[src/rtl/reg_bank_p_pkg.sv]
// Shared types and default sizing for the reg_bank_p register bank.
// Clear-sequencer state encoding lives here so the top and sequencer agree.
package reg_bank_p_pkg;

  localparam int DW_DEFAULT    = 32;
  localparam int DEPTH_DEFAULT = 32;

  typedef enum logic [0:0] {
    IDLE  = 1'b0,
    CLEAR = 1'b1
  } clr_state_t;

endpackage

[src/rtl/reg_bank_p_clr_seq.sv]
// Bank clear sequencer: walks idx 0..DEPTH-1, one entry per cycle, while busy.
// Requests arriving mid-sweep are dropped; reset aborts the sweep outright.
module reg_bank_p_clr_seq
  import reg_bank_p_pkg::*;
#(
  parameter int DEPTH = DEPTH_DEFAULT,
  localparam int AW   = $clog2(DEPTH)
) (
  input  logic          clk,
  input  logic          rst,
  input  logic          clr_req,
  output logic          busy,
  output logic          clr_en,
  output logic [AW-1:0] clr_idx
);

  localparam logic [AW-1:0] LAST_IDX = AW'(DEPTH - 1);

  clr_state_t    state_reg, state_next;
  logic [AW-1:0] idx_reg, idx_next;

  always_ff @(posedge clk or posedge rst) begin
    if (rst) begin
      state_reg <= IDLE;
      idx_reg   <= '0;
    end else begin
      state_reg <= state_next;
      idx_reg   <= idx_next;
    end
  end

  always_comb begin
    state_next = state_reg;
    idx_next   = idx_reg;
    clr_en     = 1'b0;
    unique case (state_reg)
      IDLE: begin
        if (clr_req) begin
          state_next = CLEAR;
          idx_next   = '0;
        end
      end
      CLEAR: begin
        clr_en = 1'b1;
        if (idx_reg == LAST_IDX) begin
          state_next = IDLE;
          idx_next   = '0;
        end else begin
          idx_next = idx_reg + 1'b1;
        end
      end
      default: begin
        state_next = IDLE;
        idx_next   = '0;
      end
    endcase
  end

  // busy is a pure decode of the state flop, so it is glitch-free and registered.
  assign busy    = (state_reg == CLEAR);
  assign clr_idx = idx_reg;

endmodule

[src/rtl/reg_bank_p.sv]
// Register bank: 1 write port, 2 registered read ports, entry 0 hard-wired to zero.
// Define REG_BANK_P_BYPASS_EN to forward same-edge write data to the read ports.
module reg_bank_p
  import reg_bank_p_pkg::*;
#(
  parameter int DW    = DW_DEFAULT,
  parameter int DEPTH = DEPTH_DEFAULT,
  localparam int AW   = $clog2(DEPTH)
) (
  input  logic          clk,
  input  logic          rst,
  input  logic          we,
  input  logic [AW-1:0] wa,
  input  logic [DW-1:0] din,
  input  logic          re1,
  input  logic [AW-1:0] ra1,
  output logic [DW-1:0] dr1,
  input  logic          re2,
  input  logic [AW-1:0] ra2,
  output logic [DW-1:0] dr2,
  input  logic          clr_req,
  output logic          busy
);

  // One extra bit so DEPTH=2**AW is still representable for range checks.
  localparam logic [AW:0] DEPTH_W = (AW + 1)'(DEPTH);

  logic [DW-1:0] mem_reg [DEPTH];
  logic          clr_en;
  logic [AW-1:0] clr_idx;
  logic          we_ok;

  reg_bank_p_clr_seq #(
    .DEPTH (DEPTH)
  ) u_clr_seq (
    .clk     (clk),
    .rst     (rst),
    .clr_req (clr_req),
    .busy    (busy),
    .clr_en  (clr_en),
    .clr_idx (clr_idx)
  );

  assign we_ok = we && !busy && (wa != '0) && ({1'b0, wa} < DEPTH_W);

  // Clear and write never collide: writes are blocked for the whole sweep.
  always_ff @(posedge clk or posedge rst) begin
    if (rst) begin
      for (int i = 0; i < DEPTH; i++) begin
        mem_reg[i] <= '0;
      end
    end else begin
      if (clr_en) begin
        mem_reg[clr_idx] <= '0;
      end
      if (we_ok) begin
        mem_reg[wa] <= din;
      end
    end
  end

  for (genvar gi = 0; gi < 2; gi++) begin : g_rd
    logic          re_sel;
    logic [AW-1:0] ra_sel;
    logic [DW-1:0] rd_val;
    logic [DW-1:0] dr_reg;

    assign re_sel = (gi == 0) ? re1 : re2;
    assign ra_sel = (gi == 0) ? ra1 : ra2;

    always_comb begin
      rd_val = '0;
      if ((ra_sel != '0) && ({1'b0, ra_sel} < DEPTH_W)) begin
        rd_val = mem_reg[ra_sel];
      end
`ifdef REG_BANK_P_BYPASS_EN
      if (we_ok && (ra_sel == wa)) begin
        rd_val = din;
      end
`endif
    end

    always_ff @(posedge clk or posedge rst) begin
      if (rst) begin
        dr_reg <= '0;
      end else if (re_sel) begin
        dr_reg <= rd_val;
      end
    end
  end

  assign dr1 = g_rd[0].dr_reg;
  assign dr2 = g_rd[1].dr_reg;

endmodule

[config.mk]
export PLATFORM = sky130hd
export DESIGN_NAME = reg_bank_p
export DESIGN_NICKNAME = d
export VERILOG_FILES = /design/src/rtl/reg_bank_p_pkg.sv /design/src/rtl/reg_bank_p_clr_seq.sv /design/src/rtl/reg_bank_p.sv
export SDC_FILE = /design/constraint.sdc
export NUM_CORES = 2
export LEC_CHECK = 0
export CORE_MARGIN = 3
export CORE_UTILIZATION = 62
export CTS_BUF_LIST = sky130_fd_sc_hd__clkbuf_4 sky130_fd_sc_hd__clkbuf_8 sky130_fd_sc_hd__clkbuf_16
export DETAILED_ROUTE_END_ITERATION = 16
export PLACE_DENSITY = 0.84
export SLEW_MARGIN = 10
export SYNTH_ARGS = -nofsm -noshare
export SYNTH_HDL_FRONTEND = slang
export SYNTH_SLANG_ARGS = --single-unit
[constraint.sdc]
create_clock -name clk -period 55.2 [get_ports clk]
set_input_delay 16.56 -clock clk [delete_from_list [all_inputs] [get_ports clk]]
set_output_delay 16.56 -clock clk [all_outputs]
set_load 0.01 [all_outputs]
# ---- Word level (Yosys, flattened, before mapping)
# Cells that the tools add are included.
dict set report classes {
  addsub 1
  n_lt_le_gt_ge 6
  n_eq_ne 2
  muxes 22
  bitwise_logic 7
  n_reduce_logical 8
}
# operator count
set ops {}
lappend ops {{2-to-1 mux 1024 bit} 2}
lappend ops {{bitwise AND 1024 bit} 1}
lappend ops {{bitwise mux 1024 bit} 1}
lappend ops {{NOT 1024 bit} 1}
lappend ops {{binary-select mux 32 bit (select 5 bit)} 2}
lappend ops {{demux 32 bit (select 5 bit)} 2}
lappend ops {{2-to-1 mux 32 bit} 8}
lappend ops {{greater-or-equal comparator 6 bit, second input constant} 4}
lappend ops {{NOT 5 -> 6 bit} 4}
lappend ops {{nonzero test 5 bit} 3}
lappend ops {{less-than comparator 6 x 1 -> 1 bit, second input constant} 2}
lappend ops {{2-to-1 mux 5 bit} 2}
lappend ops {{one-hot mux 5 bit (2 select lines)} 1}
lappend ops {{adder 5 x 1 -> 5 bit, second input constant} 1}
lappend ops {{equality test 5 bit, second input constant} 1}
lappend ops {{logical AND 1 bit} 4}
lappend ops {{2-to-1 mux 1 bit} 3}
lappend ops {{!= test 2 bit, second input constant} 1}
lappend ops {{one-hot mux 1 bit (2 select lines)} 1}
lappend ops {{logical NOT 1 bit} 1}
lappend ops {{NOT 1 bit} 1}
dict set report word_totals {
  ff_bits 1094
  out_inout_bits 65
}

# ---- Longest topological paths before layout
dict set report logic_depth {
  ltp_word 10
  mapped_depth 9
  ltp_nobuf 6
}

# ---- Modules after synthesis
# A second synthesis with hierarchy kept.
dict set report unflattened {
  cells_unflattened 6256
  area_unflattened_um2 59359.4
}
# module instances cells_per_inst area_each_um2 seq_area_each_um2
set by_module_without_submodules {}
lappend by_module_without_submodules {reg_bank_p 1 6226 59047.9 27226.1}
lappend by_module_without_submodules {reg_bank_p_clr_seq 1 30 311.5 150.1}

# ---- Worst setup path after synthesis
# OpenSTA, ideal clock, no wires.
dict set report synth_path {
  path_type {in2reg}
  from {in ra1[1]}
  to {reg g_rd[0].dr_reg[10], in the netlist dr1[10]}
  setup_ns 0.138
  arrival_time_ns 18.207
  required_ns 55.062
  path_slack_ns 36.855
  cell_stages 7
  n_path_buf 3
  path_cell_list {buf_2 -> buf_2 -> clkbuf_1 -> mux4_2 -> mux2_2 -> a2111oi_0 -> a21oi_1}
}
dict set report synth_via {
  elab_chain_cells 5
}
# item line
set synth_lines {}
lappend synth_lines {{start, declared} reg_bank_p.sv:16} ;# input logic [AW-1:0] ra1,
lappend synth_lines {{NOT 5 -> 6 bit (implied by the code)} reg_bank_p.sv:74} ;# rd_val = mem_reg[ra_sel];
lappend synth_lines {{binary-select mux 32 bit (select 5 bit)} reg_bank_p.sv:74}
lappend synth_lines {{2-to-1 mux 32 bit (implied by the code) (2 in a row)} reg_bank_p.sv:74}
lappend synth_lines {{2-to-1 mux 32 bit *} reg_bank_p.sv:73} ;# if ((ra_sel != '0) && ({1'b0, ra_sel} < DEPTH_W)) begin
lappend synth_lines {{end signal, assigned} reg_bank_p.sv:87} ;# dr_reg <= rd_val;
lappend synth_lines {{end, declared} reg_bank_p.sv:66} ;# logic [DW-1:0] dr_reg;
# Mark *: on every way between the ends. The rest lies on a longest branch, timed or not. The select of a mux whose other input is x is not followed.
# A chain may end at the register's enable or synchronous reset.

==> flow_summary.json <==
{
  "drt-total-wl_mm": 206,
  "h-tree-depth": 3,
  "hold_class": "reg -> reg",
  "ys_types": 47,
  "layout_common_cells": "2016 x nand2_1, 1094 x dfrtp_1, 885 x o21ai_0",
  "cts_sinks": 1094,
  "seq_area_frac_synth": 0.461,
  "grt_use_total": 0.415,
  "crit_path_start_kind": "input port",
  "numCtsBuffers": 109,
  "design.die.area_um2": 99600,
  "ys_warn_count": 0,
  "fillers": 6482,
  "wl_per_cell_um": 28.0,
  "status": "finished clean",
  "grt_max_degree": 184,
  "fin_util": 0.689,
  "holdPathStages": 1,
  "syn_inst": 6262,
  "tightest_slew_ns": 1.25,
  "clkSlewWorstSetupHoldPaths_ns": 0.06,
  "async_flop_share": 1.00,
  "ff2ff_path_depth": 5,
  "synth_simple_gate_area_frac": 0.166,
  "post-route-period-util": 0.372,
  "post_cts_buffers": 0,
  "synth_seq_cells": 1094,
  "via_count": 52300,
  "dp_hpwl_mm": 112,
  "drt_iter0_drc": 7743,
  "p_leak_nw": 27.6,
  "cts_resized": 0,
  "timing.critical_path.buf_inv": 6,
  "cp-end-kind": "asynchronous set/reset pin",
  "syn_area_um2": 59400,
  "syn_to_final_growth_pct": 9.14,
  "r2r_slack_ns": 52.41,
  "avgSynthCellArea_um2": 9.49,
  "vias_per_cell": 7.10,
  "cp_data_arrival_time_ns": 21.23,
  "relSlewSlack": 0.165,
  "first_pass_iters": 9,
  "drc": 0,
  "synth_edf_count": 0,
  "synth_ff_type": "dfrtp_1",
  "cpPeakStageDelay_ns": 0.89,
  "grt_antenna_before_repair": 21,
  "r2r-end": "mem_reg[927]",
  "nets": 6073,
  "syn_nets": 6320,
  "fin_crit_ns": 20.55,
  "clk_latency_ns": 0.73,
  "drv_cap": 0,
  "hold_path_end": "mem_reg[1008]",
  "grt_pass1_wl_mm": 312,
  "globalRouteOverflowTotal": 0,
  "largest_reg_flops": 1024,
  "die_w_um": 316,
  "rsz0062_at_grt": "no",
  "cts-root-buf": "clkbuf_16",
  "yosys-mux-area-fraction": 0.199,
  "cp_slowest_cell": "buf_4",
  "setup_viol": 0,
  "crit_path_cell_trace": "clkdlybuf4s50_1 > inv_8 > buf_12 > buf_4 > buf_12 > buf_4",
  "rows": 112,
  "gp_congestion": 0.899,
  "power_density_nw_per_um2": 48.2,
  "critPathTopFamily": "buffers and inverters",
  "final_common_cell": "nand2_1",
  "min_from": "mem_reg[1008]",
  "critPathRequiredTime_ns": 55.88,
  "cts_tree": "done",
  "holdWs_ns": 0.513,
  "hold_buffers": 0,
  "synth-compound-area-share": 0.130,
  "tns_ns": 0,
  "antenna_left": 0,
  "worst_slack_ns": 34.65,
  "max_freq_mhz": 48.7,
  "hold_violations": 0,
  "synth_xor_area_frac": 0.000295,
  "initial_core_util": 0.631,
  "clock_skew_ns": 0.0242,
  "grt_pass1_vias": 53500,
  "critPathKind": "in -> async",
  "reg2reg_from": "u_clr_seq.busy",
  "portBuffers": 117,
  "pin_count": 118,
  "worstPathMaxFanout": 183,
  "vdd_drop_max_mv": 0.0287,
  "dpl_worst_slack_ns": 33.84,
  "synth_top_family_by_area": "multiplexers",
  "cts_buffer_depth": 3,
  "drv_slew": 0,
  "die_h_um": 316,
  "synth_fa_ha_area_frac": 0.00105,
  "drive_above_1_share": 0.128,
  "core_um2": 94200
}
[layer usage]
layer | part of all wire | track usage | up-vias
met5 | 0.0012 | 0 | -
met4 | 0.083 | 0.283 | 20
met3 | 0.17 | 0.169 | 1422
met2 | 0.42 | 0.607 | 4667
met1 | 0.32 | 0.506 | 24900
li1 | - | - | 21300
[cells in the mapped netlist (all sizes together), types with 3 or more instances]
cell / n / share of area
a2111oi: 66 / 0.0097
a21oi: 62 / 0.0052
a22o: 60 / 0.0088
and2: 36 / 0.0038
and3b: 3 / 0.00044
buf: 139 / 0.014
clkbuf: 472 / 0.030
dfrtp: 1094 / 0.46
ha: 5 / 0.0011
inv: 6 / 0.00038
mux2: 64 / 0.012
mux2i: 378 / 0.064
mux4: 324 / 0.12
nand2: 2021 / 0.13
nand2b: 72 / 0.0076
nand3: 3 / 0.00025
nand3b: 7 / 0.00088
nor2: 128 / 0.0081
nor3: 33 / 0.0048
nor3b: 3 / 0.00038
nor4: 7 / 0.0015
o211ai: 62 / 0.0078
o21ai: 996 / 0.084
o22ai: 124 / 0.013
or3: 4 / 0.00042
or3b: 5 / 0.00074
or4: 64 / 0.0081
[worst max path at each step]
stage	start	to	slack (ns)	cells past startpoint
finish	rst	mem_reg[988]	34.65	6
global route	rst	dr1[22]	34.05	6
CTS	rst	mem_reg[825]	34.56	6
detailed placement	rst	mem_reg[576]	33.84	6
global placement	rst	mem_reg[922]	33.85	6
floorplan	rst	dr1[0]	7.84	1
[power by group]
group	total (mW)	internal [mW]	switching (mW)
logic	0.879	0.419	0.460
clock network	0.822	0.488	0.334
registers	1.42	1.14	0.285
total	3.13	2.05	1.08
[cell type report]
type,count,area [um2],share of cell area
Clock inverter,44,686,0.0106
Tap cell,1254,1570,0.0242
Antenna cell,7,17.5,0.000270
Timing Repair Buffer,253,2240,0.0345
Sequential cell,1094,27400,0.422
Multi-Input combinational cell,4549,29700,0.458
Clock buffer,156,3250,0.0502
Inverter,8,37.5,0.000579
[stage by stage]
step / instances / power, mW / instance area, um2
3_5_place_dp: 7158 / 2.26 / 60900
6_report: 7365 / 3.13 / 64900
4_1_cts: 7358 / 3.09 / 64900
3_3_place_gp: 7158 / 2.19 / 60900
2_1_floorplan: 6262 / 1.96 / 59400
5_1_grt: 7362 / 3.27 / 64900
[kinds of logic after synthesis]
family          count (synthesis)
xor+xnor                        2
mux                           766
compound gates               1380
flops                        1094
buf+inv                       619
simple gates                 2396
fa+ha+maj                       5
(Power assumes the default switching activity.)
